**src/rtl/aib_cfg_avmm_pkg.sv**
```systemverilog
// Shared types and address-field constants for the AIB cfg_avmm responder.
// Holds the responder FSM state enum and a helper that decides whether a word index is backed by a CSR.
package aib_cfg_avmm_pkg;

    localparam int CHAN_MSB = 16;
    localparam int CHAN_LSB = 11;
    localparam int WORD_MSB = 10;
    localparam int WORD_LSB = 2;
    localparam int WORD_W   = WORD_MSB - WORD_LSB + 1;
    localparam int IDX_W    = 5;

    localparam int CSR_ID     = 0;
    localparam int CSR_STATUS = 1;

    typedef enum logic [1:0] {
        ST_IDLE   = 2'd0,
        ST_ACCEPT = 2'd1,
        ST_RDPIPE = 2'd2,
        ST_RDRESP = 2'd3
    } state_e;

    // Only word indices below NUM_REGS with the upper word bits clear reach a CSR.
    function automatic logic word_mapped(input logic [WORD_W-1:0] word, input int num_regs);
        return (word[WORD_W-1:IDX_W] == '0) && (int'(word[IDX_W-1:0]) < num_regs);
    endfunction

endpackage

```
**src/rtl/aib_cfg_csr_reg.sv**
```systemverilog
// One 32-bit read/write CSR with per-byte write enables.
// Asynchronous active-low reset loads RST_VAL.
module aib_cfg_csr_reg
    import aib_cfg_avmm_pkg::*;
#(
    parameter logic [31:0] RST_VAL = 32'h0000_0000
) (
    input  logic        clk,
    input  logic        rst_n,
    input  logic        we,
    input  logic [3:0]  be,
    input  logic [31:0] wdata,
    output logic [31:0] q
);

    logic [31:0] data_q;
    logic [31:0] data_d;

    always_comb begin
        data_d = data_q;
        if (we) begin
            for (int b = 0; b < 4; b++) begin
                if (be[b]) begin
                    data_d[b*8 +: 8] = wdata[b*8 +: 8];
                end
            end
        end
    end

    always_ff @(posedge clk or negedge rst_n) begin
        if (!rst_n) begin
            data_q <= RST_VAL;
        end else begin
            data_q <= data_d;
        end
    end

    assign q = data_q;

endmodule

```
**src/rtl/aib_cfg_avmm_responder.sv**
```systemverilog
// Avalon-MM configuration responder for one AIB channel: decodes channel-addressed requests into a CSR bank.
// Build option CFG_AVMM_RDATA_PIPE_EN adds a second read-data register stage (rdatavld one cycle later).
module aib_cfg_avmm_responder
    import aib_cfg_avmm_pkg::*;
#(
    parameter int          NUM_REGS = 16,
    parameter logic [31:0] ID_VALUE = 32'h0AB1_0001,
    parameter logic [31:0] RST_VAL  = 32'h0000_0000
) (
    input  logic                     i_cfg_avmm_clk,
    input  logic                     i_cfg_avmm_rst_n,
    input  logic [5:0]               i_channel_id,
    input  logic [16:0]              i_cfg_avmm_addr,
    input  logic [3:0]               i_cfg_avmm_byte_en,
    input  logic                     i_cfg_avmm_read,
    input  logic                     i_cfg_avmm_write,
    input  logic [31:0]              i_cfg_avmm_wdata,
    input  logic [31:0]              i_csr_status,
    output logic [31:0]              o_cfg_avmm_rdata,
    output logic                     o_cfg_avmm_rdatavld,
    output logic                     o_cfg_avmm_waitreq,
    output logic [NUM_REGS*32-1:0]   o_csr_q
);

    // Handshake: a selected request is stalled (waitreq=1) for its first cycle in IDLE and
    // accepted on the following cycle, where waitreq=0. Request inputs are only sampled in IDLE;
    // rdata is meaningful only while rdatavld is high, which lasts exactly one cycle.

    state_e             state_q, state_d;
    logic [WORD_W-1:0]  word_q, word_d;
    logic [3:0]         be_q, be_d;
    logic [31:0]        wdata_q, wdata_d;
    logic               wr_q, wr_d;
    logic [31:0]        rdata_q, rdata_d;
`ifdef CFG_AVMM_RDATA_PIPE_EN
    logic [31:0]        pipe_q, pipe_d;
`endif

    logic                   sel;
    logic                   csr_we;
    logic [31:0]            rd_val;
    logic [NUM_REGS*32-1:0] csr_flat;
    logic                   unused_addr_bits;

    assign unused_addr_bits = ^i_cfg_avmm_addr[WORD_LSB-1:0];

    assign sel = (i_cfg_avmm_read | i_cfg_avmm_write) &&
                 (i_cfg_avmm_addr[CHAN_MSB:CHAN_LSB] == i_channel_id);

    assign csr_we = (state_q == ST_ACCEPT) && wr_q;

    // CSR0 is a constant ID and CSR1 is a live view of the status input.
    assign csr_flat[CSR_ID*32 +: 32]     = ID_VALUE;
    assign csr_flat[CSR_STATUS*32 +: 32] = i_csr_status;

    for (genvar n = 2; n < NUM_REGS; n++) begin : g_csr
        aib_cfg_csr_reg #(
            .RST_VAL (RST_VAL)
        ) u_csr (
            .clk   (i_cfg_avmm_clk),
            .rst_n (i_cfg_avmm_rst_n),
            .we    (csr_we && (word_q == WORD_W'(n))),
            .be    (be_q),
            .wdata (wdata_q),
            .q     (csr_flat[n*32 +: 32])
        );
    end

    always_comb begin
        rd_val = '0;
        if (word_mapped(word_q, NUM_REGS)) begin
            for (int n = 0; n < NUM_REGS; n++) begin
                if (word_q[IDX_W-1:0] == IDX_W'(n)) begin
                    rd_val = csr_flat[n*32 +: 32];
                end
            end
        end
    end

    always_comb begin
        state_d             = state_q;
        word_d              = word_q;
        be_d                = be_q;
        wdata_d             = wdata_q;
        wr_d                = wr_q;
        rdata_d             = rdata_q;
`ifdef CFG_AVMM_RDATA_PIPE_EN
        pipe_d              = pipe_q;
`endif
        o_cfg_avmm_waitreq  = 1'b0;
        o_cfg_avmm_rdatavld = 1'b0;

        case (state_q)
            ST_IDLE: begin
                o_cfg_avmm_waitreq = sel;
                if (sel) begin
                    state_d = ST_ACCEPT;
                    word_d  = i_cfg_avmm_addr[WORD_MSB:WORD_LSB];
                    be_d    = i_cfg_avmm_byte_en;
                    wdata_d = i_cfg_avmm_wdata;
                    // Read and write together resolve to a write.
                    wr_d    = i_cfg_avmm_write;
                end
            end
            ST_ACCEPT: begin
                if (wr_q) begin
                    state_d = ST_IDLE;
                end else begin
`ifdef CFG_AVMM_RDATA_PIPE_EN
                    pipe_d  = rd_val;
                    state_d = ST_RDPIPE;
`else
                    rdata_d = rd_val;
                    state_d = ST_RDRESP;
`endif
                end
            end
            ST_RDPIPE: begin
`ifdef CFG_AVMM_RDATA_PIPE_EN
                rdata_d = pipe_q;
                state_d = ST_RDRESP;
`else
                state_d = ST_IDLE;
`endif
            end
            ST_RDRESP: begin
                o_cfg_avmm_rdatavld = 1'b1;
                state_d             = ST_IDLE;
            end
            default: begin
                state_d = ST_IDLE;
            end
        endcase
    end

    always_ff @(posedge i_cfg_avmm_clk or negedge i_cfg_avmm_rst_n) begin
        if (!i_cfg_avmm_rst_n) begin
            state_q <= ST_IDLE;
            word_q  <= '0;
            be_q    <= '0;
            wdata_q <= '0;
            wr_q    <= 1'b0;
            rdata_q <= '0;
`ifdef CFG_AVMM_RDATA_PIPE_EN
            pipe_q  <= '0;
`endif
        end else begin
            state_q <= state_d;
            word_q  <= word_d;
            be_q    <= be_d;
            wdata_q <= wdata_d;
            wr_q    <= wr_d;
            rdata_q <= rdata_d;
`ifdef CFG_AVMM_RDATA_PIPE_EN
            pipe_q  <= pipe_d;
`endif
        end
    end

    assign o_cfg_avmm_rdata = rdata_q;
    assign o_csr_q          = csr_flat;

endmodule

```
**config.mk**
```make
export PLATFORM = sky130hd
export DESIGN_NAME = aib_cfg_avmm_responder
export DESIGN_NICKNAME = d
export VERILOG_FILES = /design/src/rtl/aib_cfg_avmm_pkg.sv /design/src/rtl/aib_cfg_csr_reg.sv /design/src/rtl/aib_cfg_avmm_responder.sv
export SDC_FILE = /design/constraint.sdc
export NUM_CORES = 1
export LEC_CHECK = 0
export ABC_AREA = 1
export CAP_MARGIN = 20
export CORE_AREA = 2 2 250 252
export CTS_CLUSTER_SIZE = 10
export DETAILED_ROUTE_END_ITERATION = 12
export DIE_AREA = 0 0 252 254
export GPL_ROUTABILITY_DRIVEN = 0
export GPL_TIMING_DRIVEN = 1
export PLACE_DENSITY = 0.67
export SETUP_SLACK_MARGIN = 0.4
export SLEW_MARGIN = 10
export SYNTH_ARGS = -nofsm -noshare
export SYNTH_HDL_FRONTEND = slang
export SYNTH_SLANG_ARGS = --single-unit
export TNS_END_PERCENT = 10
```
**constraint.sdc**
```tcl
create_clock -name i_cfg_avmm_clk -period 4.9 [get_ports i_cfg_avmm_clk]
set_input_delay 0.735 -clock i_cfg_avmm_clk [delete_from_list [all_inputs] [get_ports i_cfg_avmm_clk]]
set_output_delay 0.735 -clock i_cfg_avmm_clk [all_outputs]
set_load 0.01 [all_outputs]
```
After elaboration in Yosys (flattened, before gate mapping):

Index checks and enable logic that the tools add are counted.
W data, S select, Z words.

* register bits: 528
* logic and storage cells: 200

* order comparisons: 1
* bitwise logic cells: 2
* muxes and demuxes: 22
* eq/ne operators: 34
* reduce and logical (&&, ||, !) cells: 79

Operators with widths (count)
* $mux W32: 16
* $reduce_and A2 Y1: 58
* $eq A9 B4 Y1 const B: 8
* $eq A5 B4 Y1 const B: 8
* $eq A9 B3 Y1 const B: 4
* $mux W28: 1
* $eq A5 B3 Y1 const B: 4
* $eq A9 B2 Y1 const B: 2
* $logic_and A1 B1 Y1: 17
* $eq A5 B2 Y1 const B: 2
* $eq A6 B6 Y1: 1
* $pmux W2 S3: 1
* $eq A5 B1 Y1 const B: 1
* $logic_not A5 Y1: 1
* $lt A5 B5 Y1 const B: 1
* $eq A2 B2 Y1 const B: 2
* $logic_not A4 Y1: 1
* $mux W2: 2
* $eq A2 B1 Y1 const B: 1
* $logic_not A2 Y1: 1
* $mux W1: 2
* $ne A2 B2 Y1 const B: 1
* $reduce_or A2 Y1: 1
* $not A1 Y1: 1
* $or A1 B1 Y1: 1

Logic depth before layout (Yosys ltp):

Gate-level depths: netlist of run 1.

* depth after elaboration: 18
* depth in mapped cells: 17
* mapped depth without buffers: 16

Modules after synthesis:

Synthesis of run 1 repeated with hierarchy kept, for this count alone.

* cell total of the unflattened synthesis: 3371
* area total of the unflattened synthesis: 25959.9 µm²

By module, submodules not included
* aib_cfg_csr_reg: cells each 140, times used 14, area an instance 1291.2 µm², seq. area each 800.8 µm²
* aib_cfg_avmm_responder: cells each 1411, times used 1, area an instance 7882.6 µm², seq. area each 2001.9 µm²

Worst setup path before layout of run 1:

OpenSTA, ideal clock, no wires.

* path kind: input to output
* start: input i_channel_id[0]
* end: output o_cfg_avmm_waitreq
* path slack: 2249 ps
* required time: 4165 ps
* stages: 7
* arrival time: 1916 ps
* cell sequence: inv_1 a22o_1 nor3b_1 nand2_1 inv_1 buf_2 buf_1

* longest elaborated chain between the ends: 3

RTL lines
* from (decl): line aib_cfg_avmm_responder.sv:12 `input logic [5:0] i_channel_id,`
* $eq A6 B6 Y1: line aib_cfg_avmm_responder.sv:48 `(i_cfg_avmm_addr[CHAN_MSB:CHAN_LSB] == i_channel_id);`
* $logic_and A1 B1 Y1: line aib_cfg_avmm_responder.sv:47 `assign sel = (i_cfg_avmm_read | i_cfg_avmm_write) &&`
* $mux W1: line aib_cfg_avmm_responder.sv:93 `case (state_q)`
* to (decl): line aib_cfg_avmm_responder.sv:21 `output logic o_cfg_avmm_waitreq,`

Every way passes these cells.

Worst setup path after layout of run 1:

* start: register word_q[2]
* end: register rdata_q[19], in the netlist o_cfg_avmm_rdata[19]

* longest elaborated chain between the ends: 17

RTL lines
* from (decl): line aib_cfg_avmm_responder.sv:30 `logic [WORD_W-1:0] word_q, word_d;`
* from (signal assigned): line aib_cfg_avmm_responder.sv:149 `word_q <= word_d;`
* $eq A5 B1 Y1: line aib_cfg_avmm_responder.sv:73 `if (word_q[IDX_W-1:0] == IDX_W'(n)) begin`
* $mux W32 (15 in series): line aib_cfg_avmm_responder.sv:73
* $mux W32 *: line aib_cfg_avmm_responder.sv:71 `if (word_mapped(word_q, NUM_REGS)) begin`
* to (signal assigned): line aib_cfg_avmm_responder.sv:153 `rdata_q <= rdata_d;`
* to (decl): line aib_cfg_avmm_responder.sv:34 `logic [31:0] rdata_q, rdata_d;`

Mark *: on every way between the ends. The rest lies on a longest branch, timed or not.
A chain may end at the register's enable or synchronous reset.

==> results of run 1 <==
[area by class of cell]
cell class | instances | area [um2]
Fill cell | 5864 | 29500
Sequential cell | 528 | 13200
Multi-Input combinational cell | 2006 | 8950
Timing Repair Buffer | 635 | 6360
Clock buffer | 72 | 1580
Tap cell | 790 | 988
Inverter | 178 | 668
Clock inverter | 3 | 40.0
Antenna cell | 1 | 2.50
[power groups by stage]
stage | registers [uW] | logic [uW] | clock network (uW)
after floorplan | 4870 | 1340 | 0
after global routing | 4870 | 2830 | 4230
after CTS | 4830 | 2620 | 4050
after global placement | 4900 | 2590 | 0
after detailed placement | 4900 | 2610 | 0
final | 4830 | 2640 | 4030
[per-stage QoR]
stage / setup WS (ns) / instance area [um2]
global placement: 1.44 / 30200
CTS: 1.38 / 31800
global route: 1.28 / 31800
detailed placement: 1.43 / 30200
finish: 1.36 / 31800
floorplan: 2.25 / 23900
[logic make-up after synthesis]
kind of cell    after synthesis
xor+xnor                      4
other cells                   2
buf+inv                     412
simple gates               1412
compound gates              558
flops                       528
[worst max-delay path by stage]
stage | start | to | slack [ns] | depth (start not counted)
finish | word_q[2] | o_cfg_avmm_rdata[19] | 1.36 | 12
global route | word_q[3] | o_cfg_avmm_rdata[17] | 1.28 | 11
CTS | word_q[2] | o_cfg_avmm_rdata[28] | 1.38 | 12
detailed placement | word_q[2] | o_cfg_avmm_rdata[28] | 1.43 | 12
global placement | word_q[2] | o_cfg_avmm_rdata[28] | 1.44 | 12
floorplan | i_channel_id[0] | o_cfg_avmm_waitreq | 2.25 | 7
[registers in the layout, indices dropped and copies added, names as in the netlist]
signal            flops
wdata_q              32
g_csr.u_csr.q       448
word_q                9
state_q               2
be_q                  4
o_cfg_avmm_rdata     32
wr_q                  1
[placed cells by master (no fill, tap or decap), drive strengths merged, types with 27 or more instances in the layout]
cell and instances:
buf 30, inv 178, or2 56, o21ai 521, clkdlybuf4s50 605, nand4 126
a21oi 27, conb 32, dfrtp 528, clkbuf 72, nand3 70, nand2 980
nor2 168
[routing by layer]
| metal | global-route usage [%] | part of all wire, % |
|---|---|---|
| met3 | 6.82 | 8.9 |
| met5 | 0 | 0.025 |
| met1 | 40.7 | 40 |
| met2 | 51.7 | 47 |
| met4 | 11.8 | 4.0 |
==> run summary, run 1 <==
outcome: complete, no violations
critical path arrival: 4.09 ns
P_leak: 0.0137 uW
GRT Total Usage: 31.4%
Placed Cells incl. Taps: 4137
CP peak stage delay: 0.74 ns
most frequent cell after synthesis: nand2_1
Final min period: 3.54 ns
Adder-Cell Fraction of Synth Area: 0%
Combinational Power Share: 23.0%
Post-CTS Resized: 0
die area: 64000 um2
sequential fraction of design power: 42.0%
DR WL/cell: 24.3 um
Layout Cells excl Fill: 4213
Tightest Pin Transition: 1.22 ns
hold-fix buffers at CTS: 0
residual DRC count: 0
utilization after layout: 51.9%
sw frac: 34.3%
Clock transition at path regs: 0.06 ns
#FFs+latches synth: 528
# IOs: 641
FF-to-FF Start: word_q[2]
Slew headroom: 17.8%
number of vias per cell: 5.45
fin crit share: 72.2%
Synth Area in XOR/XNOR: 0.147%
Post-synth EDFFs: 0
Die Wd: 252 um
worst path cell trace: inv_2 -> nand2_1 -> nor2_1 -> nand2_1 -> inv_1 -> buf_4 -> nand2_1 -> nand4_1 -> nand2_1 -> nand4_1 -> nand2_1 -> nand2_1
first-pass GRT wire length: 147000 um
critical path capture point type: flop
Max Cap Viol: 0
Reg-to-Reg End: o_cfg_avmm_rdata[19]
crit path launch type: flop
Crit path buffers/inverters: 3
Mapped Area: 23800 um2
Remaining Overflow, GRT: 0
slowest cell on the critical path: inv_1
CTS tree: yes
Max Transition Viols Final: 0
TritonCTS Buffers: 60
DR iter-0 viols: 2257
HPWL after DPL: 73000 um
IO buf count: 606
reg2reg setup slack: 1.36 ns
H-tree Lvls: 2
Register-to-Register Path Depth: 12
crit path max fanout: 16
sequential area share after synthesis: 55.4%
fmax: 283 MHz
worst skew pair latency: 0.62 ns
First-pass DRT Iterations: 5
P_int: 7560 uW
Setup Buffers After CTS: 0
Starting Density: 38.9%
RSZ-0062 raised after global routing: false
Hold Vio Cnt, Final: 0
asr flop ratio synth: 100%
clk_skew: 0.0167 ns
Clock Tree Buf Depth: 3
post-synthesis compound-gate area fraction: 11.8%
CP Class: reg2reg
Core ar.: 61300 um2
Die Y: 254 um
Peak VDD IR: 0.239 mV
vias in the first global route: 21351
Synth-to-Final Area Change: 33.4%
net switching power: 3940 uW
Rows: 91
Critical Path RT: 5.45 ns
final net count: 3504
Detail Route Antenna Nets: 0
clock sinks: 528
Routed WL: 103000 um
Power, Total: 11500 uW
setup TNS: 0 ns
Synth area leader: dfrtp_1
synth top area cells: dfrtp_1, nand2_1, o21ai_0, nand4_1, inv_1
clock share of power: 35.0%
Post-Syn Instances: 2916
Synth Area in Simple Gates: 24.9%
largest net degree at the start of global routing: 115
most common cell type on the critical path: nand2_1
Min Hold Slack: 0.223 ns
Top FF cell, synth: dfrtp_1
Setup violations, final: 0
yosys warns: 0
Synth top cells by count: nand2_1, dfrtp_1, o21ai_0
PwrDens: 362 nW/um2
Avg Cell Area, Syn: 8.17 um2
Hold Crit Class: in2async
multiplexer area fraction after synthesis: 0%
share of cells above drive strength 1: 4.76%
top-area cell type share of the netlist area: 55.4%
root buffer cell: clkbuf_16
initial antenna violation count: 5
via count: 22944
Netlist cell types: 31
combinational family with the most area after synthesis: simple AND/OR/NAND/NOR gates
dominant delay contributor by cell family on the critical path: simple AND/OR/NAND/NOR gates
(Power assumes the default switching activity.)
==> run 2, diff against run 1 <==
- clock period: 4.9 -> 3.7 ns (I/O delays scaled with it)
==> run 2 against run 1 <==
Effect of this change:
- the run now ends with negative hold slack left
- largest power group unchanged
- non-clock buffer count grew 47
- highest routed layer unchanged
- worst hold slack lost 0.24 ns
- clock-buffer cell count shrank 3
- clock power grew 32%
- wire length is essentially flat
- first-iteration DRC count shrank 2.7%
- power grew 33%
- design area grew 1.1%
- fmax grew 11%
- clock skew grew 0.0051 ns
==> run summary, run 2 (synthesis gave the netlist of run 1 again) <==
outcome: complete, but fails checks
failing checks: negative hold slack
number of flip-flops in the largest register: 448
slowest cell on the critical path: nor3_2
placed inst area: 30500 um2
worst skew pair latency: 0.61 ns
clock sinks: 528
via count: 22928
Die Wd: 252 um
First-pass DRT Iterations: 5
Tightest Pin Transition: 1.00 ns
DR iter-0 viols: 2197
initial antenna violation count: 3
P_leak: 0.0139 uW
fmax: 313 MHz
vias in the first global route: 21586
Slew headroom: 33.3%
largest net degree at the start of global routing: 95
Final min period: 3.19 ns
Remaining Overflow, GRT: 0
Clock transition at path regs: 0.06 ns
Max Cap Viol: 0
Max Transition Viols Final: 0
Rows: 91
commonest non-fill, non-tap cell in the layout: nand2_1
crit path launch type: flop
Setup violations, final: 0
Core ar.: 61300 um2
share of cells above drive strength 1: 6.12%
Power, Total: 15300 uW
H-tree Lvls: 2
root buffer cell: clkbuf_16
CP peak stage delay: 0.74 ns
HPWL after DPL: 73600 um
RSZ-0062 raised after global routing: true
Hold Vio Cnt, Final: 5
dominant delay contributor by cell family on the critical path: simple AND/OR/NAND/NOR gates
Clock Tree Buf Depth: 3
GRT Total Usage: 31.4%
Routed WL: 103000 um
worst path cell trace: inv_2 -> nor2_2 -> nand3_1 -> nor3_2 -> nand2_1 -> o21ai_0
hold-fix buffers at CTS: 0
leading cell types in the layout, fill and taps excluded: nand2_1, clkdlybuf4s50_1, dfrtp_1, o21ai_0, inv_1
Synth-to-Final Area Change: 34.9%
critical path capture point type: flop
Crit path buffers/inverters: 1
Starting Density: 38.9%
CP Class: reg2reg
residual DRC count: 0
critical path arrival: 3.70 ns
DR WL/cell: 24.1 um
Hold Crit Class: in2async
Post-CTS Resized: 0
Finished Cell Area: 32200 um2
utilization after layout: 52.5%
IO buf count: 606
die area: 64000 um2
number of vias per cell: 5.39
first-pass GRT wire length: 147000 um
Detail Route Antenna Nets: 0
# IOs: 641
Min Hold Slack: -0.0205 ns
CTS tree: yes
final net count: 3551
Setup Buffers After CTS: 0
Die Y: 254 um
setup TNS: 0 ns
clk_skew: 0.0218 ns
Peak VDD IR: 0.268 mV
crit path max fanout: 16
Critical Path RT: 4.21 ns
PwrDens: 476 nW/um2
TritonCTS Buffers: 60
Fillers: 5768
fin crit share: 86.3%
[run 2: changes by cell type in the layout (fill, tap and decap cells not counted), sizes merged]
cell    change
clkbuf      -3
buf        +47
clkinv      -1
[run 2: worst paths after layout]
kind	depth (start not counted)	from	slack [ns]	endpoint
worst max-delay path	6	word_q[0]	0.51	g_csr[13].u_csr.q[22]
worst min-delay path	1	i_cfg_avmm_rst_n	-0.02	g_csr[15].u_csr.q[22]
worst max register to register	6	word_q[0]	0.51	g_csr[13].u_csr.q[22]
worst min register to register	2	o_cfg_avmm_rdata[2]	0.47	o_cfg_avmm_rdata[2]
max in group asynchronous	2	i_cfg_avmm_rst_n	2.68	g_csr[12].u_csr.q[4]
min in group i_cfg_avmm_clk	2	o_cfg_avmm_rdata[2]	0.47	o_cfg_avmm_rdata[2]
[run 2: worst reg2reg max path, cell delays in order, from the launching register on]
cell and delay, ns:
dfrtp_1 0.48, inv_2 0.19, nor2_2 0.46, nand3_1 0.26, nor3_2 0.74, nand2_1 0.62, o21ai_0 0.36
[run 2: stage by stage]
stage | worst slack [ns] | hold WS, ns | std cells
global route | 0.349 | 0.0294 | 4256
floorplan | 1.41 | 0.259 | 2946
detailed placement | 0.504 | 0.464 | 4184
global placement | 0.623 | 0.463 | 4184
CTS | 0.498 | 0.0129 | 4255
finish | 0.506 | -0.0205 | 4256
[run 2: final cells by class]
type                    instances  area [um2]  share of cell area [%]
clock inverters                 2        38.8                   0.121
repair buffers                682        6700                    20.8
diodes                          1        2.50                 0.00778
inverters                     178         668                    2.08
multi-input cells            2006        8950                    27.8
well taps                     790         988                    3.07
clock buffers                  69        1600                    4.96
flip-flops and latches        528       13200                    41.1
[run 2: per-layer routing]
metal	part of all wire, %	track usage, %
met5	0.011	0
met4	4.0	12.1
met1	39	39.7
met3	9.3	6.84
met2	48	52.8
[run 2: where the power goes]
group,switching (uW),internal (uW),total [uW],leakage (uW)
sequential,255,6130,6380,0.00714
combinational,2660,925,3590,0.00599
clock,2290,3040,5330,0.000803
